`src/rtl/input_cal.sv`:
```
// input_cal: per-channel offset/gain calibration of four codec samples.
// One shared subtract/multiply/round pipeline is time-multiplexed over the
// four channels; results collect in shadow registers and are published
// together with a single-cycle sample_valid pulse.
module input_cal #(
  parameter int                 W       = 16,
  parameter logic signed [W-1:0] OFFSET0 = '0,
  parameter logic signed [W-1:0] OFFSET1 = '0,
  parameter logic signed [W-1:0] OFFSET2 = '0,
  parameter logic signed [W-1:0] OFFSET3 = '0,
  parameter logic signed [15:0]  GAIN0   = 16'sd16384,
  parameter logic signed [15:0]  GAIN1   = 16'sd16384,
  parameter logic signed [15:0]  GAIN2   = 16'sd16384,
  parameter logic signed [15:0]  GAIN3   = 16'sd16384
) (
  input  logic                clk,
  input  logic                rst,
  input  logic                sample_clk,
  input  logic signed [W-1:0] sample_in0,
  input  logic signed [W-1:0] sample_in1,
  input  logic signed [W-1:0] sample_in2,
  input  logic signed [W-1:0] sample_in3,
  input  logic [7:0]          jack,
  output logic signed [W-1:0] sample_out0,
  output logic signed [W-1:0] sample_out1,
  output logic signed [W-1:0] sample_out2,
  output logic signed [W-1:0] sample_out3,
  output logic                sample_valid
);

  typedef enum logic [1:0] {IDLE, RUN, COMMIT} state_t;

  localparam int PW = W + 17;  // full product width

  localparam logic signed [W-1:0] OFFS  [4] = '{OFFSET0, OFFSET1, OFFSET2, OFFSET3};
  localparam logic signed [15:0]  GAINS [4] = '{GAIN0, GAIN1, GAIN2, GAIN3};

  localparam logic signed [PW-1:0] RND     = PW'(8192);
  localparam logic signed [PW-1:0] SAT_MAX = {{18{1'b0}}, {(W-1){1'b1}}};
  localparam logic signed [PW-1:0] SAT_MIN = {{18{1'b1}}, {(W-1){1'b0}}};

  // Control state
  state_t              state_q, state_d;
  logic                sample_clk_d_q, sample_clk_d_d;  // delayed strobe for edge detect
  logic [2:0]          cnt_q, cnt_d;                    // next channel to issue
  logic                s1_vld_q, s1_vld_d;
  logic [1:0]          s1_ch_q, s1_ch_d;
  logic                s2_vld_q, s2_vld_d;
  logic [1:0]          s2_ch_q, s2_ch_d;
  logic [3:0]          jack_q, jack_d;
  logic signed [W-1:0] shadow_q [4];
  logic signed [W-1:0] shadow_d [4];
  logic signed [W-1:0] out_q [4];
  logic signed [W-1:0] out_d [4];
  logic                valid_q, valid_d;

  // Datapath registers
  logic signed [W-1:0]  snap_q [4];
  logic signed [W-1:0]  snap_d [4];
  logic signed [W:0]    diff_q, diff_d;
  logic signed [PW-1:0] prod_q, prod_d;

  // Stage-3 helpers
  logic signed [PW-1:0] rounded;
  logic signed [PW-1:0] shifted;
  logic signed [W-1:0]  sat_res;
  logic signed [PW-1:0] diff_ext;
  logic signed [PW-1:0] gain_ext;
  logic signed [W-1:0]  off_sel;
  logic signed [W-1:0]  in_sel;
  logic                 start;

  // Upper jack bits report output jacks, which play no part in calibration.
  logic unused_jack_hi;
  assign unused_jack_hi = ^jack[7:4];

  assign start = sample_clk & ~sample_clk_d_q;

  // Next-state, pipeline advance and commit logic.
  // NOTE: every signal driven here gets a default first, so no path can
  // leave one unassigned and infer a latch.
  always_comb begin
    state_d        = state_q;
    sample_clk_d_d = sample_clk;
    cnt_d          = cnt_q;
    s1_vld_d       = 1'b0;
    s1_ch_d        = s1_ch_q;
    s2_vld_d       = s1_vld_q;
    s2_ch_d        = s1_ch_q;
    jack_d         = jack_q;
    shadow_d       = shadow_q;
    out_d          = out_q;
    valid_d        = 1'b0;
    snap_d         = snap_q;
    diff_d         = diff_q;
    in_sel         = snap_q[cnt_q[1:0]];
    off_sel        = OFFS[cnt_q[1:0]];

    // Stage 2: full-precision multiply by the tagged channel's gain.
    diff_ext = {{16{diff_q[W]}}, diff_q};
    gain_ext = {{(W+1){GAINS[s1_ch_q][15]}}, GAINS[s1_ch_q]};
    prod_d   = diff_ext * gain_ext;

    // Stage 3: round half up, saturate, land in the channel's shadow.
    rounded = prod_q + RND;
    shifted = rounded >>> 14;
    if (shifted > SAT_MAX)      sat_res = SAT_MAX[W-1:0];
    else if (shifted < SAT_MIN) sat_res = SAT_MIN[W-1:0];
    else                        sat_res = shifted[W-1:0];
    if (s2_vld_q) shadow_d[s2_ch_q] = sat_res;

    case (state_q)
      IDLE: begin
        if (start) begin
          snap_d  = '{sample_in0, sample_in1, sample_in2, sample_in3};
          jack_d  = jack[3:0];
          cnt_d   = '0;
          state_d = RUN;
        end
      end
      RUN: begin
        // Stage 1: issue one channel per cycle until all four are in flight.
        if (!cnt_q[2]) begin
          s1_vld_d = 1'b1;
          s1_ch_d  = cnt_q[1:0];
          diff_d   = {in_sel[W-1], in_sel} - {off_sel[W-1], off_sel};
          cnt_d    = cnt_q + 3'd1;
        end
        if (s2_vld_q && (s2_ch_q == 2'd3)) state_d = COMMIT;
      end
      COMMIT: begin
        for (int k = 0; k < 4; k++) begin
          out_d[k] = jack_q[k] ? shadow_q[k] : '0;
        end
        valid_d = 1'b1;
        cnt_d   = '0;
        state_d = IDLE;
      end
      default: state_d = IDLE;
    endcase
  end

  // Control and output registers with synchronous reset.
  // NOTE: sequential state uses non-blocking assignments so every flop
  // samples pre-edge values regardless of statement order.
  always_ff @(posedge clk) begin
    if (rst) begin
      state_q        <= IDLE;
      sample_clk_d_q <= 1'b1;  // a strobe held high across release is not an edge
      cnt_q          <= '0;
      s1_vld_q       <= 1'b0;
      s1_ch_q        <= '0;
      s2_vld_q       <= 1'b0;
      s2_ch_q        <= '0;
      jack_q         <= '0;
      shadow_q       <= '{default: '0};
      out_q          <= '{default: '0};
      valid_q        <= 1'b0;
    end else begin
      state_q        <= state_d;
      sample_clk_d_q <= sample_clk_d_d;
      cnt_q          <= cnt_d;
      s1_vld_q       <= s1_vld_d;
      s1_ch_q        <= s1_ch_d;
      s2_vld_q       <= s2_vld_d;
      s2_ch_q        <= s2_ch_d;
      jack_q         <= jack_d;
      shadow_q       <= shadow_d;
      out_q          <= out_d;
      valid_q        <= valid_d;
    end
  end

  // Datapath registers.
  // NOTE: these carry no reset; their contents only matter when qualified
  // by the reset-cleared valid tags, so reset adds nothing but fan-out.
  always_ff @(posedge clk) begin
    snap_q <= snap_d;
    diff_q <= diff_d;
    prod_q <= prod_d;
  end

  assign sample_out0  = out_q[0];
  assign sample_out1  = out_q[1];
  assign sample_out2  = out_q[2];
  assign sample_out3  = out_q[3];
  assign sample_valid = valid_q;

endmodule

```
`config.mk`:
```
export PLATFORM = sky130hd
export DESIGN_NAME = input_cal
export DESIGN_NICKNAME = d
export VERILOG_FILES = /design/src/rtl/input_cal.sv
export SDC_FILE = /design/constraint.sdc
export NUM_CORES = 1
export LEC_CHECK = 0
export ABC_AREA = 1
export BUFFER_PORTS_ARGS = -buffer_cell sky130_fd_sc_hd__buf_2
export CORE_UTILIZATION = 59
export DETAILED_ROUTE_END_ITERATION = 10
export PLACE_DENSITY = 0.93
export SLEW_MARGIN = 20
export SYNTH_ARGS = -nofsm -noshare
export SYNTH_HDL_FRONTEND = slang
export SYNTH_SLANG_ARGS = --single-unit
```
`constraint.sdc`:
```
create_clock -name clk -period 5.76 [get_ports clk]
set_input_delay 1.152 -clock clk [delete_from_list [all_inputs] [get_ports clk]]
set_output_delay 1.152 -clock clk [all_outputs]
set_load 0.02 [all_outputs]
```
; Yosys cells after proc, flatten, opt, wreduce, memory -nomap -nowiden
; Cells that the tools add are included.
[totals]
register_bits = 259
latch_bits = 0
ramBits = 0
rom_bits = 0
inputBits = 75
out_inout_bits = 65
wordCells = 83
memories = 0
[classes]
addsub = 3
n_mul = 1
n_div = 0
magnitude_cmp = 6
n_eq_ne = 6
shift = 0
n_mux = 26
bitwise_logic = 7
reduce_logical = 10
[op_table]
columns = operator, count
row1 = 2-to-1 mux 16 bit, 13
row2 = binary-select mux 16 bit (select 2 bit), 3
row3 = bitwise mux 64 bit, 1
row4 = adder 33 x 15 -> 33 bit (second input constant), 1
row5 = multiplier 17 x 16 -> 33 bit, 1
row6 = demux 16 bit (select 2 bit), 1
row7 = greater-than comparator 19 x 16 -> 1 bit (second input constant), 1
row8 = < comparator 19 x 16 -> 1 bit (second input constant), 1
row9 = subtractor 16 x 16 -> 17 bit, 1
row10 = greater-or-equal comparator 3 bit (second input constant), 3
row11 = inverter 2 -> 3 bit, 3
row12 = case mux 3 bit (3 select lines), 1
row13 = AND reduction 2 bit, 4
row14 = 2-to-1 mux 3 bit, 2
row15 = != test 2 bit (second input constant), 3
row16 = == test 2 bit (second input constant), 2
row17 = 2-to-1 mux 2 bit, 2
row18 = case mux 2 bit (2 select lines), 1
row19 = adder 3 x 1 -> 3 bit (second input constant), 1
row20 = < comparator 3 x 1 -> 1 bit (second input constant), 1
row21 = inverter 1 bit, 3
row22 = AND reduction 3 bit, 1
row23 = nonzero test 3 bit, 1
row24 = == test 2 x 1 -> 1 bit (second input constant), 1
row25 = 5 further kinds, 7

; Logic depth before layout (Yosys ltp)
[logic_depth]
depth_word = 6
mapped_depth = 7
ltp_nobuf = 7

; Worst setup path before layout
; No wires, ideal clock.
[synth_timing]
path_type = input -> register
from = in sample_clk
to = reg snap_q[0] (netlist name) (enable)
setup_time_ns = 0.421
t_arrival_ns = 2.613
t_required_ns = 5.339
slack_ns = 2.727
stages = 2
n_path_buf = 0
cell_sequence = nand3_1 inv_1
[synth_between]
elab_chain_cells = 2
[synth_lines]
columns = item, line_no
row1 = "start, declared", 18  ; input logic sample_clk,
row2 = AND 1 bit, 77  ; assign start = sample_clk & ~sample_clk_d_q;
row3 = AND reduction 2 bit (no source line), --
row4 = "end signal, assigned", 178  ; snap_q <= snap_d;
row5 = "end, declared", 58  ; logic signed [W-1:0] snap_q [4];
; Every way passes these cells.
; A chain may end at the register's enable or synchronous reset.

==> results_dict.tcl <==
set metrics [dict create \
    status "finished clean" \
    core_area_um2 13500 \
    slowest_delay_ns 0.79 \
    post_drt_wl_per_cell_um 15.8 \
    maxCapViolCount 0 \
    synthCells 837 \
    finalWorstSetupSlack_ns 3.24 \
    finalCritPeriodShare_pct 43.7 \
    worstHoldPathType "register to register" \
    drt_iter0_markers 595 \
    clockRootBuffer "clkbuf_16" \
    p_per_area_nw_per_um2 343 \
    dr.pass1.iters 5 \
    drive_above_1_share_pct 19.6 \
    p_leak_nw 3.75 \
    async_flop_share_pct 0 \
    vias 6384 \
    dieArea_um2 14600 \
    cts_buffers 23 \
    post-dp-hpwl_mm 11.1 \
    synth.distinct_cells 23 \
    seqCellArea_um2 5630 \
    peakVddDrop_mv 0.351 \
    critPathBufInv 2 \
    die_h_um 121 \
    ys_seq_elements 241 \
    antenna_left 0 \
    place_area_um2 8970 \
    setup_violations 0 \
    ys_seq_area_share_pct 67.7 \
    arrival_ns 2.90 \
    fin_area_um2 9680 \
    grt-ovfl-total 0 \
    rows 42 \
    area_growth_pct 16.6 \
    critPathRequiredTime_ns 6.14 \
    finalMaxSlewViolations 0 \
    n_fill_cell 937 \
    postCtsHoldBufs 0 \
    crit_type "input pin to register" \
    post_cts_buffers 0 \
    routed_wl_mm 18.0 \
    start_util_pct 61.5 \
    synth_nets 913 \
    worst_pin_slew_ns 1.05 \
    synth_edf_count 80 \
    crit_path_cell_trace "buf_2 > inv_2 > nand3_2 > o21ai_0" \
    syn-cell-area_um2 8300 \
    final_common_cell "dfxtp_1" \
    endpoint_kind "register" \
    worstSetupStartpointType "input pin" \
    rsz0062_at_grt "no" \
    relSlewSlack_pct 30.1 \
    finalHoldViolations 0 \
    grt_max_degree 120 \
    p_total_mw 3.32 \
    io_pins 140 \
    grt_pass1_wl_mm 27.8 \
    post_cts_resize_count 0 \
    multi_input_area_um2 2370 \
    htreeDepth 1 \
    ys.flop_type "dfxtp_1" \
    io_buffers 135 \
    place.gp.congestion 0.794 \
    fin_skew_ns 0.00972 \
    track_usage_pct 24.6 \
    fp.dieW_um 121 \
    clock_sinks 241 \
    cp_max_fo 65 \
    grt_pass1_vias 5690 \
    drc 0 \
    nets 1021 \
    cts_tree "yes" \
    slowest_stage "nand3_2" \
    timing.fmax_mhz 397 \
    vias_per_cell 5.61 \
    synth_warnings 0 \
    insertedDiodeCount 0 \
    antenna_found_initial 0 \
    crit_family "simple AND/OR/NAND/NOR gates" \
    dp_slack_ns 2.78 \
    cts.reportedPaths.clkPinSlew_ns 0.06 \
    layout_common_cells "160 x dfxtp_1, 153 x nor2_1, 145 x o21ai_0" \
    syn_area_per_cell_um2 9.92 \
    period_needed_ns 2.52 \
    cts_buffer_depth 3 \
    clock_latency_ns 0.50 \
    fin_setup_tns_ns 0 \
]
[cell usage after synthesis, types with 4 or more instances]
cell type	n	share of area, %
nor2_1	153	6.9
o22ai_1	16	1.2
nand2_1	95	4.3
buf_1	4	0.18
a21oi_1	18	1.1
nand3_1	82	4.9
inv_2	5	0.23
o21ai_1	4	0.24
edfxtp_1	80	29
clkbuf_1	20	0.90
buf_2	22	1.3
clkbuf_2	5	0.30
dfxtp_1	161	39
o21ai_0	145	8.7
inv_1	15	0.68
[worst register-to-register path: cells and delay by family, from the launching register on]
kind,cells,cell delay [ns]
buffers and inverters,1,0.59
AOI/OAI and AO/OA,2,0.56
DFF,1,0.70
[area by class of cell]
class | instances | share of cell area [%]
Tap cell | 176 | 2.27
Timing Repair Buffer | 137 | 7.13
Clock buffer | 31 | 6.77
Inverter | 20 | 0.775
Sequential cell | 241 | 58.1
Multi-Input combinational cell | 522 | 24.4
Clock inverter | 10 | 0.491
[worst paths after layout]
path              startpoint        endpoint  slack (ns)  cells past startpoint
setup reg to reg    cnt_q[0]       diff_q[1]        3.63                      3
hold / removal    diff_q[14]      prod_q[28]        0.34                      0
hold reg to reg   diff_q[14]      prod_q[28]        0.34                      0
setup / recovery         rst  sample_out0[4]        3.24                      4
[sequential cells by signal, summed over array words and instances, names as in the netlist, 3 cells and up]
register / cells
prod_q: 16
diff_q: 16
sample_out0: 16
sample_out1: 16
sample_out3: 16
snap_q: 64
sample_out2: 16
jack_q: 4
cnt_q: 3
shadow_q: 64
[cells by family after synthesis]
| group | count (synthesis) | share of synthesized area (%) |
|---|---|---|
| simple gates | 338 | 17.0 |
| flops | 241 | 67.7 |
| compound gates | 183 | 11.3 |
| buf+inv | 74 | 3.89 |
| fa+ha+maj | 1 | 0.151 |
[stage by stage]
stage,hold WS (ns),util (%),cells
3_3_place_gp,0.325,66.4,1096
6_report,0.336,71.7,1137
3_5_place_dp,0.327,66.4,1096
5_1_grt,0.343,71.7,1137
4_1_cts,0.341,71.6,1137
2_1_floorplan,0.323,-,837
[layer usage]
layer	global-route usage (%)	routed length, um	up-vias
met5	0	0	-
met4	11.8	701	0
met3	4.15	1530	46
met2	41.1	8670	320
met1	31.1	7080	2960
li1	-	-	3058
[where the power goes]
group	switching (mW)	internal (mW)
Clock	0.593	0.794
Combinational	0.0693	0.0395
Sequential	0.0341	1.79
Total	0.697	2.63
Note: power is estimated with default switching activity, not from simulation.
